## config.mk

```make
export PLATFORM = sky130hd
export DESIGN_NAME = rega_sequencer
export DESIGN_NICKNAME = d
export VERILOG_FILES = /design/src/rtl/rega_pkg.sv /design/src/rtl/rega_tick_divider.sv /design/src/rtl/rega_sequencer.sv
export SDC_FILE = /design/constraint.sdc
export NUM_CORES = 1
export LEC_CHECK = 0
export CORE_MARGIN = 3
export CORE_UTILIZATION = 39
export CTS_BUF_LIST = sky130_fd_sc_hd__clkbuf_2 sky130_fd_sc_hd__clkbuf_4 sky130_fd_sc_hd__clkbuf_8
export DETAILED_ROUTE_END_ITERATION = 8
export PLACE_DENSITY_LB_ADDON = 0.1
export SKIP_CTS_REPAIR_TIMING = 1
export SLEW_MARGIN = 0
export SYNTH_ARGS = -nofsm -noshare
export SYNTH_HDL_FRONTEND = slang
export SYNTH_SLANG_ARGS = --single-unit
```

## constraint.sdc

```tcl
create_clock -name new_clock_i -period 1.9 [get_ports new_clock_i]
set_clock_uncertainty 0.2 [all_clocks]
set_input_delay 0.38 -clock new_clock_i [delete_from_list [all_inputs] [get_ports new_clock_i]]
set_output_delay 0.38 -clock new_clock_i [all_outputs]
set_load 0.1 [all_outputs]
```

## src/rtl/rega_pkg.sv

```systemverilog
// Shared types and constants for the irrigation countdown sequencer.
// Latency: n/a (types, constants and the duration table only).
// Backpressure: n/a.
//
// Contents: FSM state enumeration, modo -> BCD duration preset table,
// display scan index constants.
package rega_pkg;

   typedef enum logic [2:0] {
      ST_IDLE  = 3'd0,
      ST_LOAD  = 3'd1,
      ST_ARM   = 3'd2,
      ST_RUN   = 3'd3,
      ST_HOLD  = 3'd4,
      ST_ABORT = 3'd5,
      ST_DONE  = 3'd6
   } state_t;

   // BCD MM:SS duration, tens-of-minutes first.
   typedef struct packed {
      logic [3:0] dm;
      logic [3:0] um;
      logic [3:0] ds;
      logic [3:0] us;
   } preset_t;

   // Index is modo: 00:30, 02:00, 05:00, 10:00.
   localparam preset_t PRESET_TBL [0:3] = '{
      '{dm: 4'd0, um: 4'd0, ds: 4'd3, us: 4'd0},
      '{dm: 4'd0, um: 4'd2, ds: 4'd0, us: 4'd0},
      '{dm: 4'd0, um: 4'd5, ds: 4'd0, us: 4'd0},
      '{dm: 4'd1, um: 4'd0, ds: 4'd0, us: 4'd0}
   };

   // Display digit scan order.
   localparam logic [1:0] SEL_US = 2'd0;
   localparam logic [1:0] SEL_DS = 2'd1;
   localparam logic [1:0] SEL_UM = 2'd2;
   localparam logic [1:0] SEL_DM = 2'd3;

endpackage

```

## src/rtl/rega_tick_divider.sv

```systemverilog
// Modulo-N counter with synchronous clear, hold enable and terminal-count pulse.
// Latency: tc_o high in the cycle the count equals N-1 while enabled.
// Backpressure: en_i low freezes the count in place; clr_i wins over en_i.
//
// Ports: clk_i/rst_n_i clock and async active-low reset; clr_i sync clear;
// en_i count enable; tc_o terminal-count pulse (decode of the count register).
module rega_tick_divider #(
   parameter int unsigned N = 2
) (
   input  logic clk_i,
   input  logic rst_n_i,
   input  logic clr_i,
   input  logic en_i,
   output logic tc_o
);

   localparam int unsigned W = (N > 1) ? $clog2(N) : 1;
   localparam logic [W-1:0] LAST = W'(N - 1);

   logic [W-1:0] cnt_q, cnt_d;

   assign tc_o = en_i && (cnt_q == LAST);

   always_comb begin
      cnt_d = cnt_q;
      if (clr_i) begin
         cnt_d = '0;
      end else if (en_i) begin
         cnt_d = (cnt_q == LAST) ? '0 : cnt_q + 1'b1;
      end
   end

   always_ff @(posedge clk_i or negedge rst_n_i) begin
      if (!rst_n_i) begin
         cnt_q <= '0;
      end else begin
         cnt_q <= cnt_d;
      end
   end

endmodule

```

## src/rtl/rega_sequencer.sv

```systemverilog
// Irrigation control FSM: start/load/arm/run/hold/abort/done plus display scan.
// Latency: start edge at N -> load at N+1, valve from N+3; stop/cancel act next cycle.
// Backpressure: none; dry=0 pauses counting, start edges while busy are dropped.
//
// Ports: new_clock_i/reset_n_i clock and async active-low reset; start_i,
// cancel_i, dry_i, modo_i, timer_stop_i control inputs; load_o/clear_o/
// count_tick_o/preset_*_o drive the BCD timer; seletor_o display scan;
// valve_o, busy_o, done_o status.
module rega_sequencer
   import rega_pkg::*;
#(
   parameter int unsigned TICK_DIV = 50_000_000,
   parameter int unsigned SCAN_DIV = 50_000
) (
   input  logic       new_clock_i,
   input  logic       reset_n_i,
   input  logic       start_i,
   input  logic       cancel_i,
   input  logic       dry_i,
   input  logic [1:0] modo_i,
   input  logic       timer_stop_i,
   output logic       load_o,
   output logic       clear_o,
   output logic [3:0] preset_us_o,
   output logic [3:0] preset_ds_o,
   output logic [3:0] preset_um_o,
   output logic [3:0] preset_dm_o,
   output logic       count_tick_o,
   output logic [1:0] seletor_o,
   output logic       valve_o,
   output logic       busy_o,
   output logic       done_o
);

   state_t     state_q, state_d;
   logic       start_q;
   preset_t    preset_q, preset_d;
   logic       load_q, load_d;
   logic       clear_q, clear_d;
   logic       done_q, done_d;
   logic       valve_q, valve_d;
   logic       busy_q, busy_d;
   logic [1:0] seletor_q, seletor_d;
   logic       tick_tc, scan_tc;

   // Count pulse divider: cleared while arming, runs only in RUN so that
   // HOLD freezes it and the resume continues from the same phase.
   rega_tick_divider #(.N(TICK_DIV)) u_tick_div (
      .clk_i   (new_clock_i),
      .rst_n_i (reset_n_i),
      .clr_i   (state_q == ST_ARM),
      .en_i    (state_q == ST_RUN),
      .tc_o    (tick_tc)
   );

   // Free-running display scan step.
   rega_tick_divider #(.N(SCAN_DIV)) u_scan_div (
      .clk_i   (new_clock_i),
      .rst_n_i (reset_n_i),
      .clr_i   (1'b0),
      .en_i    (1'b1),
      .tc_o    (scan_tc)
   );

   always_comb begin
      state_d = state_q;
      unique case (state_q)
         ST_IDLE:  if (start_i && !start_q && dry_i) state_d = ST_LOAD;
         ST_LOAD:  state_d = cancel_i ? ST_ABORT : ST_ARM;
         ST_ARM:   state_d = cancel_i ? ST_ABORT : ST_RUN;
         ST_RUN: begin
            // The stop flag is ignored in a tick cycle: the timer has not
            // yet absorbed that tick, so its zero flag may be stale.
            if (cancel_i)                         state_d = ST_ABORT;
            else if (timer_stop_i && !tick_tc)    state_d = ST_DONE;
            else if (!dry_i)                      state_d = ST_HOLD;
         end
         ST_HOLD: begin
            if (cancel_i)   state_d = ST_ABORT;
            else if (dry_i) state_d = ST_RUN;
         end
         ST_ABORT: state_d = ST_IDLE;
         ST_DONE:  state_d = cancel_i ? ST_ABORT : ST_IDLE;
         default:  state_d = ST_IDLE;
      endcase

      // Outputs are registered from the next state so they line up with it.
      load_d  = (state_d == ST_LOAD);
      clear_d = (state_d == ST_ABORT);
      done_d  = (state_d == ST_DONE);
      valve_d = (state_d == ST_RUN);
      busy_d  = (state_d != ST_IDLE);

      preset_d = preset_q;
      if (state_q == ST_IDLE && state_d == ST_LOAD) begin
         preset_d = PRESET_TBL[modo_i];
      end

      seletor_d = seletor_q;
      if (scan_tc) begin
         seletor_d = (seletor_q == SEL_DM) ? SEL_US : seletor_q + 2'd1;
      end
   end

   always_ff @(posedge new_clock_i or negedge reset_n_i) begin
      if (!reset_n_i) begin
         state_q   <= ST_IDLE;
         start_q   <= 1'b0;
         preset_q  <= '0;
         load_q    <= 1'b0;
         clear_q   <= 1'b0;
         done_q    <= 1'b0;
         valve_q   <= 1'b0;
         busy_q    <= 1'b0;
         seletor_q <= SEL_US;
      end else begin
         state_q   <= state_d;
         start_q   <= start_i;
         preset_q  <= preset_d;
         load_q    <= load_d;
         clear_q   <= clear_d;
         done_q    <= done_d;
         valve_q   <= valve_d;
         busy_q    <= busy_d;
         seletor_q <= seletor_d;
      end
   end

   assign load_o       = load_q;
   assign clear_o      = clear_q;
   assign done_o       = done_q;
   assign valve_o      = valve_q;
   assign busy_o       = busy_q;
   assign seletor_o    = seletor_q;
   assign count_tick_o = tick_tc;
   assign preset_us_o  = preset_q.us;
   assign preset_ds_o  = preset_q.ds;
   assign preset_um_o  = preset_q.um;
   assign preset_dm_o  = preset_q.dm;

endmodule

```

== Word-level counts from Yosys, hierarchy flattened ==
Cells that the tools add are included.
Widths: inputs -> output; s select.

* Bits of input ports: 8
* Register bits after elaboration: 69
* Logic and storage cells: 59
* Output and inout port bits: 24

* Mux-type cells: 18
* Reduce and logical (&&, ||, !) cells: 10
* Bitwise operators: 1
* $add $sub $neg: 3
* $lt $le $gt $ge: 1
* Equality and inequality tests: 12

{| class="wikitable"
|+ Operator list
! cell !! count
|-
| $mux 26 || 3
|-
| $mux 16 || 3
|-
| $bmux 16 s2 || 1
|-
| $mux 3 || 9
|-
| $add 26x1->26 const B || 1
|-
| $eq 26x26->1 const B || 1
|-
| $pmux 3 s6 || 1
|-
| $add 16x1->16 const B || 1
|-
| $eq 16x16->1 const B || 1
|-
| $eq 3x3->1 const B || 4
|-
| $eq 3x2->1 const B || 3
|-
| $eq 3x1->1 const B || 2
|-
| $logic_and 1x1->1 || 5
|-
| $ge 3x3->1 const B || 1
|-
| $logic_not 3->1 || 1
|-
| $not 2->3 || 1
|-
| $reduce_bool 3->1 || 1
|-
| $add 2x1->2 const B || 1
|-
| $eq 2x2->1 const B || 1
|-
| $logic_not 1->1 || 2
|-
| $mux 2 || 1
|-
| $reduce_bool 2->1 || 1
|}

== Longest topological paths before layout ==
* Depth in word-level cells: 9
* Gate-level depth with buffers: 7
* Gate-level depth less buffers: 6

== By module ==
From an unflattened synthesis, not the netlist that was laid out.

* Cell total of the unflattened synthesis: 347
* Area total of the unflattened synthesis: 3,323.2 µm²

{| class="wikitable"
|+ Modules (own cells, without submodules)
! module !! times used !! area each (µm²) !! cells an instance
|-
| rega_tick_divider at u_tick_div || 1 || 1,551.5 || 173
|-
| rega_tick_divider at u_scan_div || 1 || 991.0 || 95
|-
| rega_sequencer || 1 || 780.7 || 79
|}

== Least setup slack after synthesis ==
No wires, ideal clock.

* Path kind: register to output
* Start point: reg u_tick_div.cnt_q[10]
* End point: out count_tick_o
* Buffers on the path: 0
* Arrival time: 2,474 ps
* Required time: 1,320 ps
* Path slack: -1,154 ps
* Stages on the path, launching flop included: 5
* Cells stage by stage: dfrtp_1 nor4b_2 nand4_1 or2_4 nor2_1

* Cells in the longest elaborated chain, start to end: 2

{| class="wikitable"
|+ RTL lines
! element !! line !! source
|-
| start: declaration || rega_tick_divider.sv:20 || <nowiki>logic [W-1:0] cnt_q, cnt_d;</nowiki>
|-
| start signal: assignment || rega_tick_divider.sv:37 || <nowiki>cnt_q <= cnt_d;</nowiki>
|-
| $eq 26x26->1 || rega_tick_divider.sv:22 || <nowiki>assign tc_o = en_i && (cnt_q == LAST);</nowiki>
|-
| $logic_and 1x1->1 || rega_tick_divider.sv:22 ||
|-
| end: declaration || rega_sequencer.sv:28 || <nowiki>output logic count_tick_o,</nowiki>
|}

Every way passes these cells.

== Worst setup path after layout ==
Same ends and word-level chain as after synthesis.

==> summary.md <==
| Metric | Value |
|---|---|
| Synth Flop Type | `dfrtp_1` |
| YS warnings | `0` |
| Clock-pin transition on the worst setup and hold timing paths | `0.07 ns` |
| Worst Path Max Fanout | `3` |
| Placed cells | `479` |
| Nets | `405` |
| Worst-case vdd ir drop | `0.709 mV` |
| Layout area overhead | `36.8%` |
| Final slew viol count | `0` |
| Top-Level Pins | `32` |
| TritonRoute pass-1 iters | `5` |
| Leakage power | `1.95 nW` |
| First-pass GRT wire length | `11.7 mm` |
| Synth unique cells | `52` |
| Initial detailed-routing violation count | `96` |
| Die Y-Extent | `94.3 µm` |
| Layout fillers | `645` |
| Total wire length | `6.83 mm` |
| Final Non-Filler Cells | `498` |
| Critical Path RT | `1.32 ns` |
| Final setup vio count | `20` |
| All-Layer GR Usage | `0.170` |
| Cells after synthesis | `313` |
| Layout cells sized above 1 | `0.291` |
| N_diodes | `0` |
| Sequential share of power | `0.337` |
| Total number of vias | `2477` |
| Hold crit path type | `input pin to asynchronous set/reset pin` |
| Top achievable clock speed | `423 MHz` |
| Critical-path cell list | `nor4b_4 -> nand4_1 -> or2_4 -> nor2_4 -> buf_12` |
| Pre-CTS setup slack | `-0.162 ns` |
| CTS tree | `done` |
| Worst setup EP type | `output pin` |
| Via density per instance | `4.97` |
| Clock sink count | `57` |
| Largest net degree at the start of global routing | `44` |
| CP Class | `register to output pin` |
| Number of synthesized flops with an enable pin | `0` |
| Number of global-route vias before repair | `2426` |
| DRC | `0` |
| Delay-heaviest family, CP | `simple AND/OR/NAND/NOR gates` |
| WP data arrival | `1.79 ns` |
| Rows | `31` |
| Share of the synthesized area in the top cell type | `0.469` |
| Dpl cell area | `0.00389 mm²` |
| Most frequent cells in the layout | `57 x buf_4, 55 x dfrtp_1, 33 x nor2_1, 19 x nand2_1, 19 x nand3_1` |
| Status | `finished, violations left` |
| Pwr dens | `1020 mW/mm²` |
| Worst-Skew Late Latency | `0.34 ns` |
| Sequential area share after synthesis | `0.469` |
| Die area | `0.00889 mm²` |
| Max-Cap Viols | `0` |
| Net Sw Power | `1.71 mW` |
| Final Cycle Share | `1.25` |
| Final total power | `4.24 mW` |
| Synth Area per Inst | `9.71 µm²` |
| Clock Tree Root | `clkbuf_8` |
| RSZ-0062 raised after global routing | `yes` |
| Fin crit period | `2.37 ns` |
| Crit path launch type | `register` |
| CTS max path bufs | `2` |
| Final worst slack | `-0.467 ns` |
| Initial antenna violation count | `0` |
| IO buf count | `21` |
| Slowest stage delay, CP | `0.41 ns` |
| Cell accounting for the most synthesized area | `dfrtp_1` |
| Die width | `94.3 µm` |
| Net Sw Frac | `0.404` |
| Htree depth | `3` |
| Synth async-reset ratio | `1.00` |
| Worst path slowest cell | `dfrtp_1` |
| Post-route cell area | `0.00416 mm²` |
| Clock share of power | `0.246` |
| Routability cong. | `0.845` |
| Post-route antenna net violation count | `0` |
| Hpwl dp | `5.02 mm` |
| TritonCTS buffer count | `9` |
| WHS | `0.280 ns` |
| Combinational group share of total power | `0.416` |
| Pint | `2.53 mW` |
| Final hold violations | `0` |
| CP bufs+invs | `1` |
| Initial Utilization | `0.410` |
| Congestion Overflow GR | `0` |
| Core area | `0.00741 mm²` |
| Post-DR wirelength/cell | `13.7 µm` |
| Setup_tns | `-1.82 ns` |
| Fin util | `0.561` |
| Commonest non-fill, non-tap cell in the layout | `buf_4` |
| Register bit count reported by yosys | `57` |
| Synth area leaders | `dfrtp_1 47%, xor2_1 4.6%, nor2_1 4.2%` |
| Cell area after synthesis | `0.00304 mm²` |
| Failing checks | `negative setup slack` |
==> sequential cells by signal, summed over array words and instances (netlist names) <==
name and cells:
u_tick_div.cnt_q 26, u_scan_div.cnt_q 16, state_q 3, preset_um_o 2, seletor_o 2, busy_o 1, clear_o 1, done_o 1
load_o 1, preset_dm_o 1, preset_ds_o 1, start_q 1, valve_o 1
==> final timing paths <==
path | from | to | slack [ns] | cells past startpoint
setup / recovery | u_tick_div.cnt_q[10]$_DFFE_PN0P_ | count_tick_o | -0.47 | 5
hold / removal | reset_n_i | u_scan_div.cnt_q[11]$_DFF_PN0_ | 0.28 | 2
setup reg to reg | u_tick_div.cnt_q[10]$_DFFE_PN0P_ | busy_o$_DFF_PN0_ | -0.15 | 6
hold reg to reg | u_scan_div.cnt_q[13]$_DFF_PN0_ | u_scan_div.cnt_q[13]$_DFF_PN0_ | 0.29 | 1
max in group asynchronous | reset_n_i | done_o$_DFF_PN0_ | 0.68 | 3
min in group new_clock_i | u_scan_div.cnt_q[13]$_DFF_PN0_ | u_scan_div.cnt_q[13]$_DFF_PN0_ | 0.29 | 1
==> cell families (layout without fill, tap and decap cells) <==
family	Yosys count	in the layout	synth area share
other cells	1	10	0.00123
simple gates	140	140	0.259
compound gates	55	55	0.124
flops	57	57	0.469
fa+ha+maj	3	3	0.0124
mux	2	2	0.00741
xor+xnor	24	24	0.0692
buf+inv	31	108	0.0568
==> metal layers <==
metal	global-route usage	vias to the layer above	share of wire
met5	0	-	0
met4	0.0638	0	0.017
li1	-	1253	-
met2	0.270	45	0.48
met1	0.223	1171	0.46
met3	0.0433	8	0.043
==> cell usage after synthesis, drive strengths merged, types with 2 or more instances <==
cell    count
dfrtp      57
nor2       35
nand2      20
nand3      19
o21ai      18
buf        17
xor2       16
and3       12
nand4      11
inv         9
nor3        9
a21oi       8
nor2b       8
xnor2       8
a21o        7
and4        5
clkbuf      5
nand2b      5
nor4b       4
a31oi       3
ha          3
nor3b       3
mux2        2
nor4        2
o21a        2
o22a        2
o22ai       2
o31ai       2
or3         2
==> power by group through the flow <==
stage	registers, mW	clock network [mW]	logic (mW)
2_1_floorplan	1.82	0	0.711
3_3_place_gp	1.46	0	1.72
3_5_place_dp	1.46	0	1.73
4_1_cts	1.43	1.08	1.73
5_1_grt	1.44	1.13	1.88
6_report	1.43	1.05	1.77
==> final cells by class <==
class                      instances  area [µm²]  share of cell area
sequential                        57        1430               0.344
clock inverter                     5        30.0             0.00722
multi-input combinational        234        1540               0.369
inverter                           9        33.8             0.00812
clock buffer                      11         151              0.0364
tap                               99         124              0.0298
timing repair buffer              83         855               0.205
(Power assumes the default switching activity.)
